**src/rtl/server_op0_out.sv**
```systemverilog
// rtl/server_op0_out.sv - op0 egress drain: packet FIFO to registered AXI4-Stream master with inter-packet gap (optional stats via SERVER_OP0_OUT_STATS_EN)
module server_op0_out #(
   parameter int C_S_AXIS_DATA_WIDTH  = 256,
   parameter int C_S_AXIS_TUSER_WIDTH = 128,
   parameter int IFG_CYCLES           = 2
) (
   input  logic                                axis_aclk,
   input  logic                                axis_resetn,
   input  logic                                i_pkt_fifo_empty,
   output logic                                o_pkt_fifo_rd_en,
   input  logic [C_S_AXIS_DATA_WIDTH-1:0]      i_tdata_fifo,
   input  logic [C_S_AXIS_TUSER_WIDTH-1:0]     i_tuser_fifo,
   input  logic [C_S_AXIS_DATA_WIDTH/8-1:0]    i_tkeep_fifo,
   input  logic                                i_tlast_fifo,
   output logic [C_S_AXIS_DATA_WIDTH-1:0]      o_op0_out_tdata,
   output logic [C_S_AXIS_DATA_WIDTH/8-1:0]    o_op0_out_tkeep,
   output logic [C_S_AXIS_TUSER_WIDTH-1:0]     o_op0_out_tuser,
   output logic                                o_op0_out_tvalid,
   output logic                                o_op0_out_tlast,
   input  logic                                i_op0_out_tready
`ifdef SERVER_OP0_OUT_STATS_EN
   ,
   output logic [31:0]                         o_pkt_cnt,
   output logic [47:0]                         o_byte_cnt
`endif
);

   localparam int KW = C_S_AXIS_DATA_WIDTH / 8;
   localparam int GW = (IFG_CYCLES > 1) ? $clog2(IFG_CYCLES + 1) : 1;

   typedef enum logic [1:0] {IDLE, SEND, GAP} state_t;

   state_t        state;
   logic [GW-1:0] gap_cnt;
   logic          last_loaded;
   logic          load;
   logic          hs;

   // Pop the FIFO head into the output register when the packet is still open and the register is free or draining.
   assign load = axis_resetn
              && ((state == IDLE) || ((state == SEND) && !last_loaded))
              && !i_pkt_fifo_empty
              && (!o_op0_out_tvalid || i_op0_out_tready);
   assign hs               = o_op0_out_tvalid && i_op0_out_tready;
   assign o_pkt_fifo_rd_en = load;

   // Framing FSM and output register stage.
   always_ff @(posedge axis_aclk or negedge axis_resetn) begin
      if (!axis_resetn) begin
         state            <= IDLE;
         gap_cnt          <= '0;
         last_loaded      <= 1'b0;
         o_op0_out_tdata  <= '0;
         o_op0_out_tkeep  <= '0;
         o_op0_out_tuser  <= '0;
         o_op0_out_tlast  <= 1'b0;
         o_op0_out_tvalid <= 1'b0;
      end else begin
         case (state)
            IDLE: begin
               if (load) begin
                  state <= SEND;
               end
            end
            SEND: begin
               // last_loaded blocks loads, so a tlast handshake never coincides with a load
               if (hs && o_op0_out_tlast) begin
                  last_loaded <= 1'b0;
                  if (IFG_CYCLES == 0) begin
                     state <= IDLE;
                  end else begin
                     state   <= GAP;
                     gap_cnt <= GW'((IFG_CYCLES > 0) ? IFG_CYCLES - 1 : 0);
                  end
               end
            end
            GAP: begin
               if (gap_cnt == '0) begin
                  state <= IDLE;
               end else begin
                  gap_cnt <= gap_cnt - GW'(1);
               end
            end
            default: state <= IDLE;
         endcase

         if (load) begin
            o_op0_out_tdata  <= i_tdata_fifo;
            o_op0_out_tkeep  <= i_tkeep_fifo;
            o_op0_out_tuser  <= i_tuser_fifo;
            o_op0_out_tlast  <= i_tlast_fifo;
            o_op0_out_tvalid <= 1'b1;
            last_loaded      <= i_tlast_fifo;
         end else if (hs) begin
            o_op0_out_tvalid <= 1'b0;
         end
      end
   end

`ifdef SERVER_OP0_OUT_STATS_EN
   logic [47:0] beat_bytes;

   assign beat_bytes = 48'($countones(o_op0_out_tkeep));

   // Packet and byte counters, both advanced on accepted beats and left to wrap.
   always_ff @(posedge axis_aclk or negedge axis_resetn) begin
      if (!axis_resetn) begin
         o_pkt_cnt  <= '0;
         o_byte_cnt <= '0;
      end else if (hs) begin
         o_byte_cnt <= o_byte_cnt + beat_bytes;
         if (o_op0_out_tlast) begin
            o_pkt_cnt <= o_pkt_cnt + 32'd1;
         end
      end
   end
`endif

   logic unused_kw;
   assign unused_kw = (KW == 0);

endmodule
```
**config.mk**
```make
export PLATFORM = sky130hd
export DESIGN_NAME = server_op0_out
export DESIGN_NICKNAME = d
export VERILOG_FILES = /design/src/rtl/server_op0_out.sv
export SDC_FILE = /design/constraint.sdc
export NUM_CORES = 1
export LEC_CHECK = 0
export CORE_AREA = 2 2 323 325
export DETAILED_ROUTE_END_ITERATION = 10
export DIE_AREA = 0 0 325 327
export GPL_TIMING_DRIVEN = 0
export PLACE_DENSITY_LB_ADDON = 0.08
export SLEW_MARGIN = 20
export SYNTH_ARGS = -nofsm -noshare
export SYNTH_HDL_FRONTEND = slang
export SYNTH_SLANG_ARGS = --single-unit
```
**constraint.sdc**
```tcl
create_clock -name axis_aclk -period 2.56 [get_ports axis_aclk]
set_clock_uncertainty 0.1 [all_clocks]
set_input_delay 0.512 -clock axis_aclk [delete_from_list [all_inputs] [get_ports axis_aclk]]
set_output_delay 0.512 -clock axis_aclk [all_outputs]
set_load 0.01 [all_outputs]
```
Word level (Yosys, flattened, before mapping):

Index checks and enable logic that the tools add are counted.

* register bits after elaboration: 423
* output and inout bits: 419
* bits of input ports: 421
* word-level logic and storage cells: 47

* multiplexer cells: 12
* equality and inequality tests: 6
* add/sub/neg operators: 1
* reduce and logical (&&, ||, !) cells: 20

Operators with widths (number)
* $mux W2: 5
* $reduce_bool A2 Y1: 4
* $logic_and A1 B1 Y1: 6
* $ne A2 B2 Y1 const B: 3
* $pmux W2 S3: 1
* $reduce_and A3 Y1: 2
* $mux W1: 5
* $logic_not A2 Y1: 2
* $pmux W2 S2: 1
* $logic_not A1 Y1: 3
* $eq A2 B1 Y1 const B: 1
* $eq A2 B2 Y1 const B: 1
* $logic_or A1 B1 Y1: 2
* $ne A2 B1 Y1 const B: 1
* $reduce_and A2 Y1: 1
* $sub A2 B1 Y2 const B: 1

Longest topological paths before layout:

* word-level depth: 8
* mapped depth: 6
* depth with buffers taken out: 5

Worst setup path after synthesis:

OpenSTA, ideal clock, no wires.

* path kind: input -> output
* from: input i_pkt_fifo_empty
* to: output o_pkt_fifo_rd_en
* setup slack: 762 ps
* arrival: 1186 ps
* cell stages on the path: 4
* buffers on the path: 2
* data required time: 1948 ps
* path through: nor2_1 > and4b_1 > buf_6 > buf_2

* longest elaborated chain between the ends: 3

RTL lines
* start: declaration: line 9 `input logic i_pkt_fifo_empty,`
* $logic_not A1 Y1: line 42 `&& !i_pkt_fifo_empty`
* $logic_and A1 B1 Y1: line 42
* $logic_and A1 B1 Y1: line 43 `&& (!o_op0_out_tvalid || i_op0_out_tready);`
* end: declaration: line 10 `output logic o_pkt_fifo_rd_en,`

Every way passes these cells.

Final worst setup path:

* from: register state[1]
* to: output o_pkt_fifo_rd_en

* longest elaborated chain between the ends: 6

RTL lines
* start: declaration: line 33 `state_t state;`
* start signal: assignment: line 50 `state <= IDLE;`
* start signal: assignment: line 62 `state <= SEND;`
* start signal: assignment: line 70 `state <= IDLE;`
* $eq A2 B1 Y1: line 41 `&& ((state == IDLE) || ((state == SEND) && !last_loaded))`
* $logic_and A1 B1 Y1: line 41
* $logic_or A1 B1 Y1 (*): line 41
* $logic_and A1 B1 Y1 (*): line 41
* $logic_and A1 B1 Y1 (*): line 42
* $logic_and A1 B1 Y1 (*): line 43

Every way passes the cells marked *; elsewhere a longest branch is shown, timed or not.

==> flow_summary.yaml <==
status:
  status: "finished with violations"
  violations: "hold timing"
worst_setup_path:
  reg2reg_from: "state[1]"
  regToRegSetupSlack_ps: 150
  cp_slowest_cell: "dfrtp_1"
  r2r_cells: 8
  critPathLaunchType: "register"
  timing.critical_path.max_delay_family: "flip-flops"
  cp.arrival_ps: 1830
  cp_max_fo: 5
  worst-setup-path-type: "reg -> out"
  cp_data_required_time_ps: 1950
  path_buf_inv: 2
  startpoint: "state[1]"
  crit_path_cell_trace: "nor2_1 > and4b_1 > buf_12 > clkdlybuf4s15_1"
  max_stage_delay_ps: 430
  cp-end-kind: "output port"
  timing.rr.end: "o_op0_out_tdata[169]"
synth:
  synth_cells: 907
  synth_xor_area_share_pct: 0
  yosys-top-cells-area: "dfrtp_1, mux2_4, buf_12"
  synth_top_family_by_area: "multiplexers"
  muxShareOfSynthArea_pct: 34.8
  synth_top_area_share_pct: 59.4
  synth-seq-area-share_pct: 59.4
  synth_top_flop_cell: "dfrtp_1"
  synth_simple_gate_area_share_pct: 0.302
  synth_fa_ha_area_share_pct: 0.0702
  yosysWarnings: 0
  avgSynthCellArea_sq_um: 19.7
  synth_common_cells: "dfrtp_1, mux2_4, buf_12"
  synth_area_sq_um: 17800
  async_flop_share_pct: 100
  synthMostInstantiatedCell: "dfrtp_1"
  ys_ff_latch: 423
  synth_area_leader_cell: "dfrtp_1"
  syn-num-nets: 1329
  yosysUniqueCellTypes: 21
  synth_edf_count: 0
  synth_compound_area_share_pct: 0.358
sta:
  finalHoldViolations: 84
  fmax_ghz: 0.410
  slew_headroom_pct: 63.6
  final.setup.tns_ps: 0
  post-route-period-util_pct: 95.4
  finalSetupViolCount: 0
  max_slew.worst_pin.slew_ps: 546
  hold_ws_ps: -196
  layout_min_cycle_time_ps: 2440
  worst_slack_ps: 119
  slew_violations: 0
place:
  post-dp-hpwl_mm: 50.4
  port_buffers: 839
  dp.cells: 3131
  gp_congestion: 0.761
  pre_cts_slack_ps: -666
clocking:
  clk_pin_slew_worst_paths_ps: 50
  cts_root_buf: "clkbuf_16"
  numClockSinks: 423
  cts_tree: "done"
  numCtsBuffers: 56
  clk_latency_ps: 610
  htreeDepth: 2
  clock_path_buffers: 3
global_route:
  grt_usage_pct: 12.2
  grt_pass1_vias: 12507
  overflow: 0
  grt_pass1_wl_mm: 94.8
  grt_start_max_net_pins: 89
  antenna_found_initial: 8
route:
  route.met3.wl_mm: 6.15
  drtIter0Drc: 291
  vias: 11194
  routedWlPerCell_um: 20.6
  wl_met1_mm: 23.4
  highest_layer: "met5"
  viasPerCell: 3.46
  remaining_drc_errors: 0
  ant_nets: 0
  met2_length_mm: 35.6
  wl_mm: 66.7
  dr.pass1.iters: 4
hold_path:
  hp-class: "in -> async"
floorplan:
  die_h_um: 327
  die_width_um: 325
  ios: 840
  dieArea_sq_um: 106000
  start_util_pct: 17.3
  coreArea_sq_um: 103000
  fp-row-count: 118
final_layout:
  multi_input_area_sq_um: 6340
  regArea_sq_um: 10600
  nNetsFinal: 2234
  syn_to_final_growth_pct: 68.3
  fill_cells: 10365
  drive_gt1_share_pct: 30.4
  fin_cells: 3236
pwr:
  powerDensity_nw_per_um2: 1260
  leakage_uw: 0.0127
  vdd_drop_max_mv: 0.515
job:
  drv_cap: 0
final cells by class:
class | count | share of cell area (%)
Antenna cell | 5 | 0.0417
Buffer | 46 | 3.02
Clock buffer | 84 | 5.62
Clock inverter | 13 | 0.550
Inverter | 2 | 0.0250
Multi-Input combinational cell | 435 | 21.1
Sequential cell | 423 | 35.3
Tap cell | 1380 | 5.75
Timing Repair Buffer | 848 | 28.6
report_power, final:
part	internal [uW]	leakage (uW)	total [uW]	switching (uW)
Combinational	11500	0.00675	17600	6130
Clock	4890	0.000922	8020	3130
Sequential	10100	0.00498	12100	1930
per-stage QoR:
step	total power [uW]	instance area (sq um)	util, %
after floorplan	20100	17800	-
after global placement	30100	28000	27.2
after detailed placement	29900	28100	27.3
after CTS	38500	30000	29.1
after global routing	39700	30000	29.2
final	37700	30000	29.2
repair_timing:
action                                 4_1_cts  5_1_grt
pin swaps                                    0        0
cloned                                       0        0
gates resized for setup                      5        1
setup endpoints to repair                    1       18
buffers inserted                             2        2
endpoints found under the hold margin       84       84
worst max path at each step:
stage	to	cells past startpoint
finish	o_pkt_fifo_rd_en	4
CTS	o_pkt_fifo_rd_en	4
floorplan	o_pkt_fifo_rd_en	4
global route	o_pkt_fifo_rd_en	4
global placement	o_op0_out_tdata[36]	1
detailed placement	o_pkt_fifo_rd_en	6
per-layer routing:
metal | vias to the layer above | global-route usage (%)
met4 | 4 | 3.90
li1 | 5002 | -
met1 | 5635 | 12.5
met2 | 478 | 22.5
met5 | - | 0
met3 | 75 | 5.11
cell families after synthesis:
family                     count (synthesis)
DFF                                      423
muxes                                    418
buffers and inverters                     49
AOI/OAI and AO/OA                          8
and+or+nand+nor                            8
adders and majority gates                  1
sequential cells by signal (all words and copies together), names as in the netlist:
name	count
last_loaded	1
o_op0_out_tlast	1
gap_cnt	2
o_op0_out_tuser	128
o_op0_out_tvalid	1
o_op0_out_tkeep	32
state	2
o_op0_out_tdata	256
placed cells by master (no fill, tap or decap), types with 2 or more instances in the layout:
cell type,synthesis,final
mux2_4,400,400
mux2_2,18,18
clkbuf_16,0,57
o21a_1,3,3
diode_2,0,5
inv_1,2,2
buf_16,0,5
buf_12,44,45
and4b_1,2,2
buf_8,0,2
buf_4,0,3
dfrtp_1,423,423
clkinv_2,0,9
clkbuf_8,0,16
clkdlybuf4s50_1,0,837
clkbuf_1,0,11
bufinv_16,0,4
No activity file was read; power rests on OpenSTA's default activity.
==> variant 1: new RTL, config.mk and constraints unchanged <==
Change the parameter `IFG_CYCLES` from 2 to 1.
--- a/src/rtl/server_op0_out.sv
+++ b/src/rtl/server_op0_out.sv
@@ -4,3 +4,3 @@
    parameter int C_S_AXIS_TUSER_WIDTH = 128,
-   parameter int IFG_CYCLES           = 2
+   parameter int IFG_CYCLES           = 1
 ) (
Function: not settled (the Yosys comparison gave no result); the edit may change what the design does.
==> variant 1 against the unedited design <==
Sequential cell count fell by 2. Routed wire length fell by 0.54%. Power down 7.9%. Final area decreased by 6.6%. Via count up 0.84%. Setup slack worse by 0.056 ns. Synthesized area down 11%. Critical endpoint unchanged. Largest cell class unchanged.
==> variant 1: results (changes against the unedited design) <==
use_met2: 0.2231  # was 0.2247
antenna_cells: 3  # was 5
synth_compound_area_frac: 0.0006330  # was 0.003578
slowest_stage: "dlygate4sd3_1"  # was dfrtp_1
multi_input_cells: 430  # was 435
via_count: 11288  # was 11194
finalPower_w: 0.03467  # was 0.03766 W
dp_hpwl_mm: 51.54  # was 50.44 mm
num-clock-buffers: 90  # was 84
gp_congestion: 0.7619  # was 0.7614
met3_usage: 0.07030  # was 0.05111
cp_max_fo: 10  # was 5
placed_cell_area_um2: 26080  # was 28100 µm²
drt-initial-drc-count: 278  # was 291
multi_input_area_share: 0.1739  # was 0.2112
nFlopsAndLatches: 421  # was 423
synth_mux_area_frac: 0.3021  # was 0.3481
avgViaCountPerCell: 3.489  # was 3.459
met1Wirelength_mm: 21.73  # was 23.45 mm
track_usage: 0.1221  # was 0.1223
wl_met3_mm: 8.168  # was 6.147 mm
synth_nets: 1320  # was 1329
cp-start-kind: "primary input"  # was flop
power_combinational_w: 0.0149  # was 0.0176 W
hold_class: "primary input to flop"  # was primary input to async pin
antenna_found_initial: 11  # was 8
tightest_slew_ns: 0.5159  # was 0.5461 ns
r2r_setup_slack_ns: 0.49  # was 0.15 ns
syn_inst: 899  # was 907
critPathMaxStageDelay_ns: 0.56  # was 0.43 ns
yosysUniqueCellTypes: 19  # was 21
r2r_end: "o_op0_out_tdata[181]$_DFFE_PN0P_"  # was o_op0_out_tdata[169]$_DFFE_PN0P_
layout.nonclk_buf_frac: 0.3210  # was 0.3161
worstPathArrival_ns: 1.88  # was 1.83 ns
ir_worst_vdd_mv: 0.6983  # was 0.5152 mV
grt_pass1_vias: 12600  # was 12507
p_leak_nw: 11.16  # was 12.65 nW
grt_first_pass_wirelength_mm: 93.90  # was 94.77 mm
synth_common_cells: "dfrtp_1 (421), mux2_2 (398), buf_4 (39)"  # was dfrtp_1 (423), mux2_4 (400), buf_12 (44)
nFillCells: 10628  # was 10365
status: "finished clean"  # was finished with violations
dr_wl_met2_mm: 34.82  # was 35.59 mm
ys_seq_area_frac: 0.6662  # was 0.5936
dp_cells: 3123  # was 3131
rr_worst_depth: 7  # was 8
intPower_w: 0.02396  # was 0.02647 W
insertion_delay_ns: 0.63  # was 0.61 ns
crit_path_start: "axis_resetn"  # was state[1]$_DFFE_PN0P_
-- variant 1: cell types whose count changed after synthesis, sizes merged, moves of 2 or more --
cell,unedited run,this run
nand3,0,2
and4b,2,0
o21a,3,0
o21ai,0,2
dfrtp,423,421
-- variant 1: through the flow --
step	hold slack [ns]	setup WS, ns	util
after global placement	0.3896	-20.35	0.2521
after global routing	0.3411	0.001644	0.2722
final	0.3865	0.06303	0.2723
after detailed placement	0.3889	-0.7584	0.2534
after floorplan	0.1164	0.7167	-
after CTS	0.3131	0.03385	0.2722
-- variant 1: critical path: cells and delay by family --
family | cells | cell delay, ns
AND/OR/NAND/NOR | 1 | 0.12
buffers and inverters | 6 | 1.22
-- variant 1: repair_timing --
action | in CTS | in global routing
setup buffers | 3 | 0
setup endpoints to repair | 1 | 0
hold endpoints to repair | 51 | 0
hold buffers | 2 | 0
resized for setup | 8 | 0
==> variant 2: new RTL, same flow settings <==
Made on the original files. Build with the macro `SERVER_OP0_OUT_STATS_EN` defined.
--- a/src/rtl/server_op0_out.sv
+++ b/src/rtl/server_op0_out.sv
@@ -1,2 +1,4 @@
 // rtl/server_op0_out.sv - op0 egress drain: packet FIFO to registered AXI4-Stream master with inter-packet gap (optional stats via SERVER_OP0_OUT_STATS_EN)
+`define SERVER_OP0_OUT_STATS_EN
+
 module server_op0_out #(
New outputs: o_byte_cnt and o_pkt_cnt. Function: not settled (the Yosys comparison gave no result); the edit may change what the design does.
==> variant 2 against the unedited design <==
Sequential power is 9% higher. Register-to-register slack worse by 3.2 ns. Critical path depth increased by 12. Sequential cell count grew 80. Synthesized area increased by 15%. Clock power is 16% higher. Setup slack lost 3.2 ns. The run ends with negative setup slack left. Routed wire length up 52%. Synthesized cell count grew 140%. Largest cell class unchanged. Utilization grew 4.5 points. Die area unchanged. Power grew 43%. Final area increased by 15%. Largest power group unchanged.
==> variant 2: results (changes against the unedited design) <==
cts_buffers: 67  # was 56
synth_xor_area_frac: 0.03286  # was 0
slowest_stage: "fa_2"  # was dfrtp_1
met1_usage: 0.2043  # was 0.1250
ir_worst_vdd_mv: 3.388  # was 0.5152 mV
track_usage: 0.1854  # was 0.1223
met3_usage: 0.07139  # was 0.05111
nFillCells: 10701  # was 10365
failed_checks: "negative setup slack"  # was negative hold slack
status: "finished with violations"  # unchanged
synthTopCellsByArea: "dfrtp_1 (61%), nand2_1 (23%), fa_1 (2.5%), xor2_1 (2.0%), xnor2_1 (1.3%)"  # was dfrtp_1 (59%), mux2_4 (34%), buf_12 (4.9%), mux2_2 (1.1%), o21a_1 (0.13%)
use_met2: 0.3355  # was 0.2247
root_buffer: "clkbuf_16"  # unchanged
setup_viol: 536  # was 0
clkSlewWorstSetupHoldPaths_ns: 0.06
async_flop_share: 1.000  # unchanged
ys_seq_area_frac: 0.6133  # was 0.5936
synth_mux_area_frac: 0.001646  # was 0.3481
grt_max_degree: 87  # was 89
synth_top_family_by_area: "simple AND/OR/NAND/NOR gates"  # was multiplexers
hold_class: "primary input to async pin"  # unchanged
critPathMaxStageDelay_ns: 0.67  # was 0.43 ns
syn_inst: 2212  # was 907
insertion_delay_ns: 0.63  # was 0.61 ns
tightest_slew_ns: 1.105  # was 0.5461 ns
drive_above_1_share: 0.07744  # was 0.3036
wire_per_inst_um: 21.59  # was 20.61 µm
cts-htree-levels: 3  # was 2
p_leak_nw: 16.53  # was 12.65 nW
port-buffer-count: 919  # was 839
dr.pass1.iters: 5  # was 4
gp_congestion: 0.8430  # was 0.7614
cp_max_fo: 5  # unchanged
worstPathArrival_ns: 5.98  # was 1.83 ns
drt-initial-drc-count: 801  # was 291
synth-adder-area-share: 0.03573  # was 0.0007016
layout.cells.non_filler: 4679  # was 3236
finalWorstSetupSlack_ns: -3.031  # was 0.1188 ns
met1Wirelength_mm: 38.51  # was 23.45 mm
dr_wl_met2_mm: 52.17  # was 35.59 mm
wl_met3_mm: 8.129  # was 6.147 mm
reg_top3: "o_op0_out_tdata x256, o_op0_out_tuser x128, o_byte_cnt x48"  # was o_op0_out_tdata x256, o_op0_out_tuser x128, o_op0_out_tkeep x32
dp_hpwl_mm: 79.71  # was 50.44 mm
yosysUniqueCellTypes: 44  # was 21
synth_flop_cell: "dfrtp_1"  # unchanged
synth_nets: 2676  # was 1329
dp_cells: 4518  # was 3131
antenna_found_initial: 19  # was 8
synth_compound_area_frac: 0.01219  # was 0.003578
synth_common_cells: "nand2_1 (1262), dfrtp_1 (503), inv_1 (50)"  # was dfrtp_1 (423), mux2_4 (400), buf_12 (44)
grt_pass1_vias: 19968  # was 12507
grt_first_pass_wirelength_mm: 144.4  # was 94.77 mm
via_count: 18852  # was 11194
nNetsFinal: 3706  # was 2234
[variant 2: cell types whose count changed after synthesis, sizes merged, moves of 31 or more]
cell / delta
nand3: +33
nand2: +1261
xor2: +46
dfrtp: +80
inv: +48
clkbuf: +49
mux2: -415
xnor2: +31
[variant 2: worst max-delay path: cells and delay by family (launching register included)]
kind	cells	cell delay, ns
buf+inv	3	0.27
compound gates	3	0.63
xor+xnor	1	0.16
fa+ha+maj	8	3.88
flops	1	0.36
simple gates	1	0.06
[variant 2: logic make-up after synthesis]
| kind of cell | count (synthesis) |
|---|---|
| buffers and inverters | 148 |
| adders and majority gates | 43 |
| xor gates and xnor gates | 77 |
| and+or+nand+nor | 1395 |
| muxes | 3 |
| AOI/OAI and AO/OA | 43 |
| DFF | 503 |
[variant 2: metrics by stage]
step / setup TNS, ns / worst slack, ns / cell area, µm² / power, W
after detailed placement: -713.87 / -3.385 / 31740 / 0.03938
after floorplan: -117.36 / -2.733 / 20630 / 0.02741
after CTS: -592.80 / -3.110 / 34400 / 0.05409
after global placement: - / -28.46 / 31550 / 0.03937
after global routing: -399.56 / -3.211 / 34590 / 0.05672
final: -304.16 / -3.031 / 34600 / 0.05384
[variant 2: area by class of cell]
type | count | area share
inverters | 50 | 0.005497
flip-flops and latches | 503 | 0.3638
multi-input cells | 1561 | 0.2188
clock buffers | 100 | 0.05732
diodes | 6 | 0.0004340
clock inverters | 20 | 0.004846
plain buffers | 98 | 0.01584
well taps | 1380 | 0.04991
repair buffers | 961 | 0.2835
[variant 2: timing repair]
action	in CTS	in global routing
pin swaps	18	8
buffers inserted	19	6
hold endpoints to repair	60	225
resized for setup	60	17
setup endpoints to repair	468	612
hold buffers	2	5
cloned	4	1
[variant 2: worst paths after layout]
path	from	to	slack, ns	depth (start not counted)
max in group asynchronous	axis_resetn	o_op0_out_tdata[99]$_DFFE_PN0P_	-0.14	7
setup reg to reg	o_op0_out_tkeep[9]$_DFFE_PN0P_	o_byte_cnt[34]$_DFFE_PN0P_	-3.03	16
min in group axis_aclk	i_tdata_fifo[219]	o_op0_out_tdata[219]$_DFFE_PN0P_	0.31	3
hold reg to reg	o_op0_out_tuser[91]$_DFFE_PN0P_	o_op0_out_tuser[91]$_DFFE_PN0P_	0.37	2
setup / recovery	o_op0_out_tkeep[9]$_DFFE_PN0P_	o_byte_cnt[34]$_DFFE_PN0P_	-3.03	16
hold / removal	axis_resetn	o_byte_cnt[22]$_DFFE_PN0P_	0.03	3
[variant 2: power breakdown]
part	leakage, nW	total (W)	internal, W	switching, W
combinational	9.15	0.0314	0.0155	0.0159
sequential	6.32	0.0132	0.0112	0.00196
clock	1.06	0.00927	0.00547	0.00379
total	16.5	0.0538	0.0322	0.0217
